File: config.mk
export PLATFORM = sky130hd
export DESIGN_NAME = pipe_ctrl_flat
export DESIGN_NICKNAME = d
export VERILOG_FILES = /design/src/rtl/pipe_ctrl_if.sv /design/src/rtl/pipe_ctrl.sv /design/src/flat_wrapper.sv
export SDC_FILE = /design/constraint.sdc
export NUM_CORES = 1
export LEC_CHECK = 0
export CAP_MARGIN = 20
export CORE_UTILIZATION = 46
export DETAILED_ROUTE_END_ITERATION = 6
export PLACE_DENSITY = 0.87
export SLEW_MARGIN = 15
export SYNTH_ARGS = -nofsm -noshare
export SYNTH_HDL_FRONTEND = slang
export SYNTH_SLANG_ARGS = --single-unit
File: constraint.sdc
create_clock -name clk -period 7.3 [get_ports clk]
set_input_delay 2.19 -clock clk [delete_from_list [all_inputs] [get_ports clk]]
set_output_delay 2.19 -clock clk [all_outputs]
set_load 0.01 [all_outputs]
File: src/rtl/pipe_ctrl_if.sv
// Handshake bundle between the pipeline stages and the sequencer.
// master = stage side (requests out), slave = pipe_ctrl (control out).
interface pipe_ctrl_if #(
  parameter int ADDR_W = 32
);
  logic              stallreq_if;
  logic              stallreq_id;
  logic              stallreq_mem;
  logic              div_start;
  logic              exc_valid;
  logic              exc_is_eret;
  logic [ADDR_W-1:0] epc_i;
  logic [5:0]        stall;
  logic              flush;
  logic [ADDR_W-1:0] new_pc;
  logic              div_busy;
  logic              div_done;
  logic [31:0]       stall_cycles;

  modport master (
    output stallreq_if, stallreq_id, stallreq_mem,
    output div_start, exc_valid, exc_is_eret, epc_i,
    input  stall, flush, new_pc,
    input  div_busy, div_done, stall_cycles
  );

  modport slave (
    input  stallreq_if, stallreq_id, stallreq_mem,
    input  div_start, exc_valid, exc_is_eret, epc_i,
    output stall, flush, new_pc,
    output div_busy, div_done, stall_cycles
  );
endinterface

File: src/rtl/pipe_ctrl.sv
// Pipeline sequencer: merges stall requests, holds EX for divides,
// flushes/redirects on exception or eret, counts front-end stalls.
// Ports: clk, rst (sync, active-high), bus (pipe_ctrl_if.slave):
//   in : stallreq_if/id/mem, div_start, exc_valid, exc_is_eret, epc_i
//   out: stall[5:0], flush, new_pc, div_busy, div_done, stall_cycles
module pipe_ctrl #(
  parameter int                DIV_CYCLES = 32,
  parameter int                ADDR_W     = 32,
  parameter logic [ADDR_W-1:0] EXC_VECTOR = 32'hBFC00380
) (
  input  logic      clk,
  input  logic      rst,
  pipe_ctrl_if.slave bus
);

  localparam int CW = $clog2(DIV_CYCLES);
  localparam logic [CW-1:0] CNT_INIT = CW'(DIV_CYCLES - 1);

  typedef enum logic {
    RUN,
    DIV
  } state_t;

  state_t            state;
  logic [CW-1:0]     cnt;
  logic [31:0]       stall_cnt;

  logic              accept;
  logic              div_hold;
  logic              ex_hold;
  logic [5:0]        stall_v;
  logic              flush_v;
  logic [ADDR_W-1:0] pc_v;
  logic              done_v;

  // A divide issued while MEM stalls is not taken;
  // EX re-presents it on a later cycle.
  assign accept = (state == RUN) & bus.div_start
                & ~bus.exc_valid & ~bus.stallreq_mem;

  assign div_hold = (state == DIV) & (cnt != '0);
  assign ex_hold  = accept | div_hold;

  assign done_v = (state == DIV) & (cnt == '0)
                & ~bus.stallreq_mem & ~bus.exc_valid;

  always_comb begin
    stall_v = 6'b000000;
    flush_v = 1'b0;
    pc_v    = '0;
    if (bus.exc_valid) begin
      flush_v = 1'b1;
      pc_v    = bus.exc_is_eret ? bus.epc_i : EXC_VECTOR;
    end else if (bus.stallreq_mem) begin
      stall_v = 6'b011111;
    end else if (ex_hold) begin
      stall_v = 6'b001111;
    end else if (bus.stallreq_id) begin
      stall_v = 6'b000111;
    end else if (bus.stallreq_if) begin
      stall_v = 6'b000011;
    end
  end

  always_ff @(posedge clk) begin
    if (rst) begin
      state     <= RUN;
      cnt       <= '0;
      stall_cnt <= '0;
    end else begin
      if (stall_v[1]) begin
        stall_cnt <= stall_cnt + 32'd1;
      end
      if (bus.exc_valid) begin
        state <= RUN;
        cnt   <= '0;
      end else begin
        unique case (state)
          RUN: begin
            if (accept) begin
              state <= DIV;
              cnt   <= CNT_INIT;
            end
          end
          DIV: begin
            if (!bus.stallreq_mem) begin
              if (cnt != '0) begin
                cnt <= cnt - CW'(1);
              end else begin
                state <= RUN;
              end
            end
          end
          default: begin
            state <= RUN;
            cnt   <= '0;
          end
        endcase
      end
    end
  end

  assign bus.stall        = rst ? 6'b000000 : stall_v;
  assign bus.flush        = ~rst & flush_v;
  assign bus.new_pc       = rst ? '0 : pc_v;
  assign bus.div_busy     = ~rst & (state == DIV);
  assign bus.div_done     = ~rst & done_v;
  assign bus.stall_cycles = rst ? 32'd0 : stall_cnt;

endmodule

File: src/flat_wrapper.sv
// flat-port wrapper written by rule: the top's interface ports become plain ports
module pipe_ctrl_flat 
#(
  parameter int                DIV_CYCLES = 32,
  parameter int                ADDR_W     = 32,
  parameter logic [ADDR_W-1:0] EXC_VECTOR = 32'hBFC00380
)
  (clk, rst, bus_stallreq_if, bus_stallreq_id, bus_stallreq_mem, bus_div_start, bus_exc_valid, bus_exc_is_eret, bus_epc_i, bus_stall, bus_flush, bus_new_pc, bus_div_busy, bus_div_done, bus_stall_cycles);
  pipe_ctrl_if #(.ADDR_W(ADDR_W)) bus_i ();
  input  logic clk;
  input  logic rst;
  input wire logic [$bits(bus_i.stallreq_if)-1:0] bus_stallreq_if;
  input wire logic [$bits(bus_i.stallreq_id)-1:0] bus_stallreq_id;
  input wire logic [$bits(bus_i.stallreq_mem)-1:0] bus_stallreq_mem;
  input wire logic [$bits(bus_i.div_start)-1:0] bus_div_start;
  input wire logic [$bits(bus_i.exc_valid)-1:0] bus_exc_valid;
  input wire logic [$bits(bus_i.exc_is_eret)-1:0] bus_exc_is_eret;
  input wire logic [$bits(bus_i.epc_i)-1:0] bus_epc_i;
  output wire logic [$bits(bus_i.stall)-1:0] bus_stall;
  output wire logic [$bits(bus_i.flush)-1:0] bus_flush;
  output wire logic [$bits(bus_i.new_pc)-1:0] bus_new_pc;
  output wire logic [$bits(bus_i.div_busy)-1:0] bus_div_busy;
  output wire logic [$bits(bus_i.div_done)-1:0] bus_div_done;
  output wire logic [$bits(bus_i.stall_cycles)-1:0] bus_stall_cycles;
  assign bus_i.stallreq_if = bus_stallreq_if;
  assign bus_i.stallreq_id = bus_stallreq_id;
  assign bus_i.stallreq_mem = bus_stallreq_mem;
  assign bus_i.div_start = bus_div_start;
  assign bus_i.exc_valid = bus_exc_valid;
  assign bus_i.exc_is_eret = bus_exc_is_eret;
  assign bus_i.epc_i = bus_epc_i;
  assign bus_stall = bus_i.stall;
  assign bus_flush = bus_i.flush;
  assign bus_new_pc = bus_i.new_pc;
  assign bus_div_busy = bus_i.div_busy;
  assign bus_div_done = bus_i.div_done;
  assign bus_stall_cycles = bus_i.stall_cycles;
  pipe_ctrl #(.DIV_CYCLES(DIV_CYCLES), .ADDR_W(ADDR_W), .EXC_VECTOR(EXC_VECTOR)) u_core (.clk(clk), .rst(rst), .bus(bus_i));
endmodule
==> results of run 1 <==
## flip-flops by register name (all words and copies together), names as in the netlist
signal and count:
u_core.cnt 5, u_core.stall_cnt 32, u_core.state 1
## layer usage
layer	vias to the layer above	global-route usage
met2	108	0.492
met3	6	0.0515
li1	1301	-
met4	0	0.0788
met1	1229	0.296
met5	-	0
## synth_stat cells (11+ instances only)
library cell	n
a21oi_1	14
and2_1	22
clkbuf_1	15
dfxtp_1	38
mux2_1	11
mux2_2	11
nand2_1	11
nand4_1	15
nor2_1	33
nor2b_1	34
nor3_1	11
o21a_1	13
## area by class of cell
class                   count  area [sq um]
inverters                   7          26.3
clock buffers               6          82.6
well taps                  70          87.6
repair buffers            115          1140
fillers                   428          1450
flip-flops and latches     38           761
clock inverters             2          60.1
multi-input cells         242          1600
## stage by stage
| step | power [mW] | hold slack [ns] |
|---|---|---|
| 3_5_place_dp | 0.293 | 0.488 |
| 2_1_floorplan | 0.252 | 0.456 |
| 5_1_grt | 0.527 | 0.546 |
| 4_1_cts | 0.513 | 0.499 |
| 3_3_place_gp | 0.291 | 0.481 |
| 6_report | 0.511 | 0.504 |
## power breakdown
group          switching (mW)  internal (mW)  leakage, nW
combinational          0.0342         0.0440        0.997
sequential            0.00208          0.209        0.307
clock                  0.0760          0.146       0.0714
total                   0.112          0.399         1.37
## logic make-up after synthesis
group,Yosys count
adders and majority gates,2
and+or+nand+nor,171
buffers and inverters,32
DFF,38
muxes,23
other,1
AOI/OAI and AO/OA,45
## worst max path at each step
stage,endpoint,slack [ns],cells past startpoint
3_5_place_dp,bus_new_pc[21],0.96,7
2_1_floorplan,bus_stall[1],1.73,6
6_report,bus_new_pc[21],0.98,7
5_1_grt,bus_new_pc[26],0.88,6
4_1_cts,bus_new_pc[21],0.96,7
3_3_place_gp,bus_new_pc[21],1.00,7
## worst max-delay path, cell delays in order
cell and delay, ns:
clkdlybuf4s50_1 0.54, buf_4 0.26, nand2b_1 0.10, nor2_1 0.09, buf_4 0.19, and2_1 0.20, clkdlybuf4s50_1 0.55
==> results.yml, run 1 <==
outcome:
  status: "finished, final reports clean"
timing:
  timing.final.hold_violations: 0
  finalSetupViolCount: 0
  fin_ws_ns: 0.976
  layout_min_cycle_time_ns: 6.32
  skew_ns: 0.00687
  fin_crit_sh: 0.866
  grt_setup_unrepaired: "no"
  max_freq_ghz: 0.158
  setup_tns_ns: 0
  drv_slew: 0
  max_slew_margin: 0.626
  tightest_slew_ns: 0.557
synth:
  ys.flop_type: "dfxtp_1"
  synth_fp_nets: 354
  synth_top_area_frac: 0.301
  yosysSeqAreaShare: 0.301
  synth_cells: 312
  synth_warnings: 0
  ys_top_cells_by_area: "dfxtp_1 (30%), nor2b_1 (8.4%), and2_1 (5.5%), nor2_1 (4.9%), mux2_1 (4.9%)"
  synth_mux_area_frac: 0.104
  syn-cell-area_sq_um: 2520
  syn_area_per_cell_sq_um: 8.09
  synth-compound-area-share: 0.120
  yosys.area_share.simple: 0.400
  synth_xor_area_frac: 0
  synth_cell_type_count: 43
  synth_top_family_by_area: "simple AND/OR/NAND/NOR gates"
  synth_adder_area_share: 0.00992
  synth_top_area_cell: "dfxtp_1"
  synth_seq_cells: 38
  synth-edff-count: 0
  synthArstFlopShare: 0
clock_network:
  cts_buffers: 5
  cts_resized: 0
  clk_path_buf_depth: 2
  cts_setup_buffers: 0
  cts_num_sinks: 38
  htreeDepth: 2
  clk_latency_ns: 0.29
  holdBufCountCts: 0
  cts_tree: "built"
  path_clk_slew_ns: 0.08
  cts-root-buf: "clkbuf_8"
detailed_routing:
  vias_per_cell: 5.51
  drt-met1-wl_mm: 2.90
  wl_mm: 7.41
  routed.top_layer: "met4"
  vias: 2644
  wl_met2_mm: 3.97
  first_pass_iters: 4
  dr_wl_met3_um: 476
  drc_errors: 0
  wl_per_cell_um: 15.4
  antenna_left: 0
  drt_iter0_markers: 147
finish:
  layout.cells.non_filler: 480
  drive_gt1_frac: 0.0756
  design_area_sq_um: 3760
  nets: 451
  most-common-layout-cells: "clkdlybuf4s50_1 (110), dfxtp_1 (38), nor2b_1 (34)"
  layout_commonest_cell: "clkdlybuf4s50_1"
  final_core_util: 0.722
  syn_to_final_growth_pct: 48.8
  diodes: 0
global_route:
  grt_overflow: 0
  grt_max_degree: 42
  antenna_found_initial: 0
  first_global_vias: 2591
  grt_util_all_layers: 0.262
  grt_pass1_wl_mm: 12.5
hold_path:
  hold_class: "flop to flop"
  holdPathStages: 2
  holdCritStartpoint: "u_core.stall_cnt[6]$_SDFFE_PP0P_"
  min_to: "u_core.stall_cnt[6]$_SDFFE_PP0P_"
setup_path:
  worstReg2RegEnd: "u_core.stall_cnt[28]$_SDFFE_PP0P_"
  end_kind: "primary output"
  crit_fanout: 20
  critPathLaunchType: "primary input"
  arrival_ns: 4.13
  startpoint: "bus_exc_valid"
  worstSetupPathType: "primary input to primary output"
  cp.required_ns: 5.11
  reg2reg_slack_ns: 4.86
  r2r_start: "u_core.cnt[0]$_SDFFE_PP0P_"
  reg2regPathDepth: 7
floorplan:
  initial_core_util: 0.485
  die_w_um: 76.1
  io_pins: 113
  die_area_sq_um: 5790
  die_h_um: 76.1
  coreArea_sq_um: 5200
  rows: 26
placed_design:
  dp_hpwl_mm: 5.35
  dp_slack_ns: 0.962
  port_buffers: 111
  gp_congestion: 0.832
  place_inst: 472
  place_area_sq_um: 3610
job:
  drv_cap: 0
pwr:
  p_leak_nw: 1.37
  vdd_drop_max_mv: 0.104
  pwr_density_cell_nw_per_um2: 136
(Power assumes the default switching activity.)
==> run 2, diff against run 1 <==
Settings changed: ABC_CLOCK_PERIOD_IN_PS from default to 7300, PLACE_DENSITY 0.87 to 0.95.
==> run 2 against run 1 <==
  * Utilization unchanged
  * Cell area is the same
  * Critical path depth is 1 lower
  * Die area stayed put
  * Clock skew decreased by 0.0021 ns
  * Sequential share of layout area did not move
  * Final cell count is the same
  * Sequential power barely moved
  * Via count grew 0.34%
  * Register-to-register slack is essentially flat
  * Largest cell class unchanged
  * Highest routed layer unchanged
==> results.yml, run 2 (synthesis results as in run 1) <==
setup_path:
  crit_chain: "clkdlybuf4s50_1 > buf_4 > nand2b_1 > inv_1 > o21a_1 > clkdlybuf4s50_1"
  critPathLaunchType: "primary input"
  reg2regPathDepth: 7
  reg2reg_slack_ns: 4.86
  end_kind: "primary output"
  path_depth: 6
  crit_fanout: 20
  cp_num_buf_inv: 4
  cp.required_ns: 5.11
  arrival_ns: 4.10
  crit_path_frequent_cell: "clkdlybuf4s50_1"
  crit_path_top_delay_cell: "clkdlybuf4s50_1"
  cp_top_family: "buffers and inverters"
  max_stage_delay_ns: 0.56
  worstSetupPathType: "primary input to primary output"
detailed_routing:
  antenna_left: 0
  first_pass_iters: 4
  drt_iter0_markers: 110
  wl_per_cell_um: 14.4
  wl_mm: 6.92
  drc_errors: 0
  vias_per_cell: 5.53
  vias: 2653
floorplan:
  die_area_sq_um: 5790
  io_pins: 113
  die_w_um: 76.1
  die_h_um: 76.1
  coreArea_sq_um: 5200
  initial_core_util: 0.485
  rows: 26
global_route:
  first_global_vias: 2479
  grt_overflow: 0
  grt_max_degree: 42
  grt_pass1_wl_mm: 11.7
  antenna_found_initial: 0
  grt_util_all_layers: 0.249
timing:
  max_slew_margin: 0.654
  fin_crit_sh: 0.862
  timing.final.hold_violations: 0
  grt_setup_unrepaired: "no"
  setup_tns_ns: 0
  tightest_slew_ns: 0.519
  layout_min_cycle_time_ns: 6.29
  drv_slew: 0
  skew_ns: 0.00481
  finalSetupViolCount: 0
  max_freq_ghz: 0.159
pwr:
  pwr_density_cell_nw_per_um2: 136
  vdd_drop_max_mv: 0.102
  p_leak_nw: 1.37
clock_network:
  clk_path_buf_depth: 2
  cts-root-buf: "clkbuf_8"
  cts_buffers: 5
  cts_tree: "built"
  cts_setup_buffers: 0
  clk_latency_ns: 0.30
  path_clk_slew_ns: 0.07
  htreeDepth: 2
  cts_num_sinks: 38
  cts_resized: 0
  holdBufCountCts: 0
finish:
  seq_area_sq_um: 761
  largest-register: "u_core.stall_cnt"
  drive_gt1_frac: 0.0756
  multi_input_area_sq_um: 1600
  fill_cells: 420
  largest_reg_flops: 32
  reg_top3: "u_core.stall_cnt: 32 flops, u_core.cnt: 5 flops, u_core.state: 1 flops"
  syn_to_final_growth_pct: 48.8
  layout.cells.non_filler: 480
  diodes: 0
  final_core_util: 0.722
  layout_commonest_cell: "clkdlybuf4s50_1"
  most-common-layout-cells: "clkdlybuf4s50_1 (110), dfxtp_1 (38), nor2b_1 (34)"
  nets: 451
hold_path:
  holdPathStages: 2
  hold_class: "flop to flop"
placed_design:
  gp_congestion: 0.909
  dp_hpwl_mm: 5.13
  place_inst: 472
  port_buffers: 111
job:
  drv_cap: 0
outcome:
  status: "finished, final reports clean"
[run 2: cell counts in the layout (fill, tap and decap cells not counted)]
Identical to the previous run, type by type.
[run 2: power by group]
part           switching (mW)  internal [mW]  leakage (nW)
combinational          0.0338         0.0440         0.997
clock                  0.0746          0.146        0.0714
sequential            0.00216          0.209         0.307
total                   0.111          0.399          1.37
[run 2: worst register-to-register path, delay by kind of cell (launching register included)]
kind                       cells  cell delay, ns
and+or+nand+nor                2            0.65
buffers and inverters          2            0.48
muxes                          1            0.35
DFF                            1            0.31
AOI/OAI and AO/OA              1            0.28
adders and majority gates      1            0.25
[run 2: stage by stage]
stage	cell area (sq um)	total power [mW]	setup WS, ns	hold slack (ns)
final	3760	0.509	1.01	0.504
after floorplan	2520	0.252	1.73	0.456
after detailed placement	3610	0.293	1.01	0.485
after CTS	3760	0.512	1.01	0.495
after global routing	3760	0.526	0.890	0.548
after global placement	3610	0.291	1.04	0.470
[run 2: layer usage]
| layer | vias to the layer above | part of all wire | wire [um] | track usage |
|---|---|---|---|---|
| met4 | 0 | 0.021 | 148 | 0.113 |
| met3 | 15 | 0.069 | 480 | 0.0563 |
| met5 | - | 0 | 0 | 0 |
| met2 | 108 | 0.50 | 3490 | 0.455 |
| li1 | 1301 | - | - | - |
| met1 | 1229 | 0.40 | 2800 | 0.271 |
[run 2: worst paths after layout]
kind | start | to
min | u_core.stall_cnt[6]$_SDFFE_PP0P_ | u_core.stall_cnt[6]$_SDFFE_PP0P_
max | bus_exc_valid | bus_new_pc[7]
max reg2reg | u_core.cnt[0]$_SDFFE_PP0P_ | u_core.stall_cnt[3]$_SDFFE_PP0P_
min reg2reg | u_core.stall_cnt[6]$_SDFFE_PP0P_ | u_core.stall_cnt[6]$_SDFFE_PP0P_
[run 2: final cells by class]
type                       instances  share of cell area
clock buffer                       6              0.0220
clock inverter                     2              0.0160
inverter                           7             0.00700
multi-input combinational        242               0.427
sequential                        38               0.203
tap                               70              0.0233
timing repair buffer             115               0.302
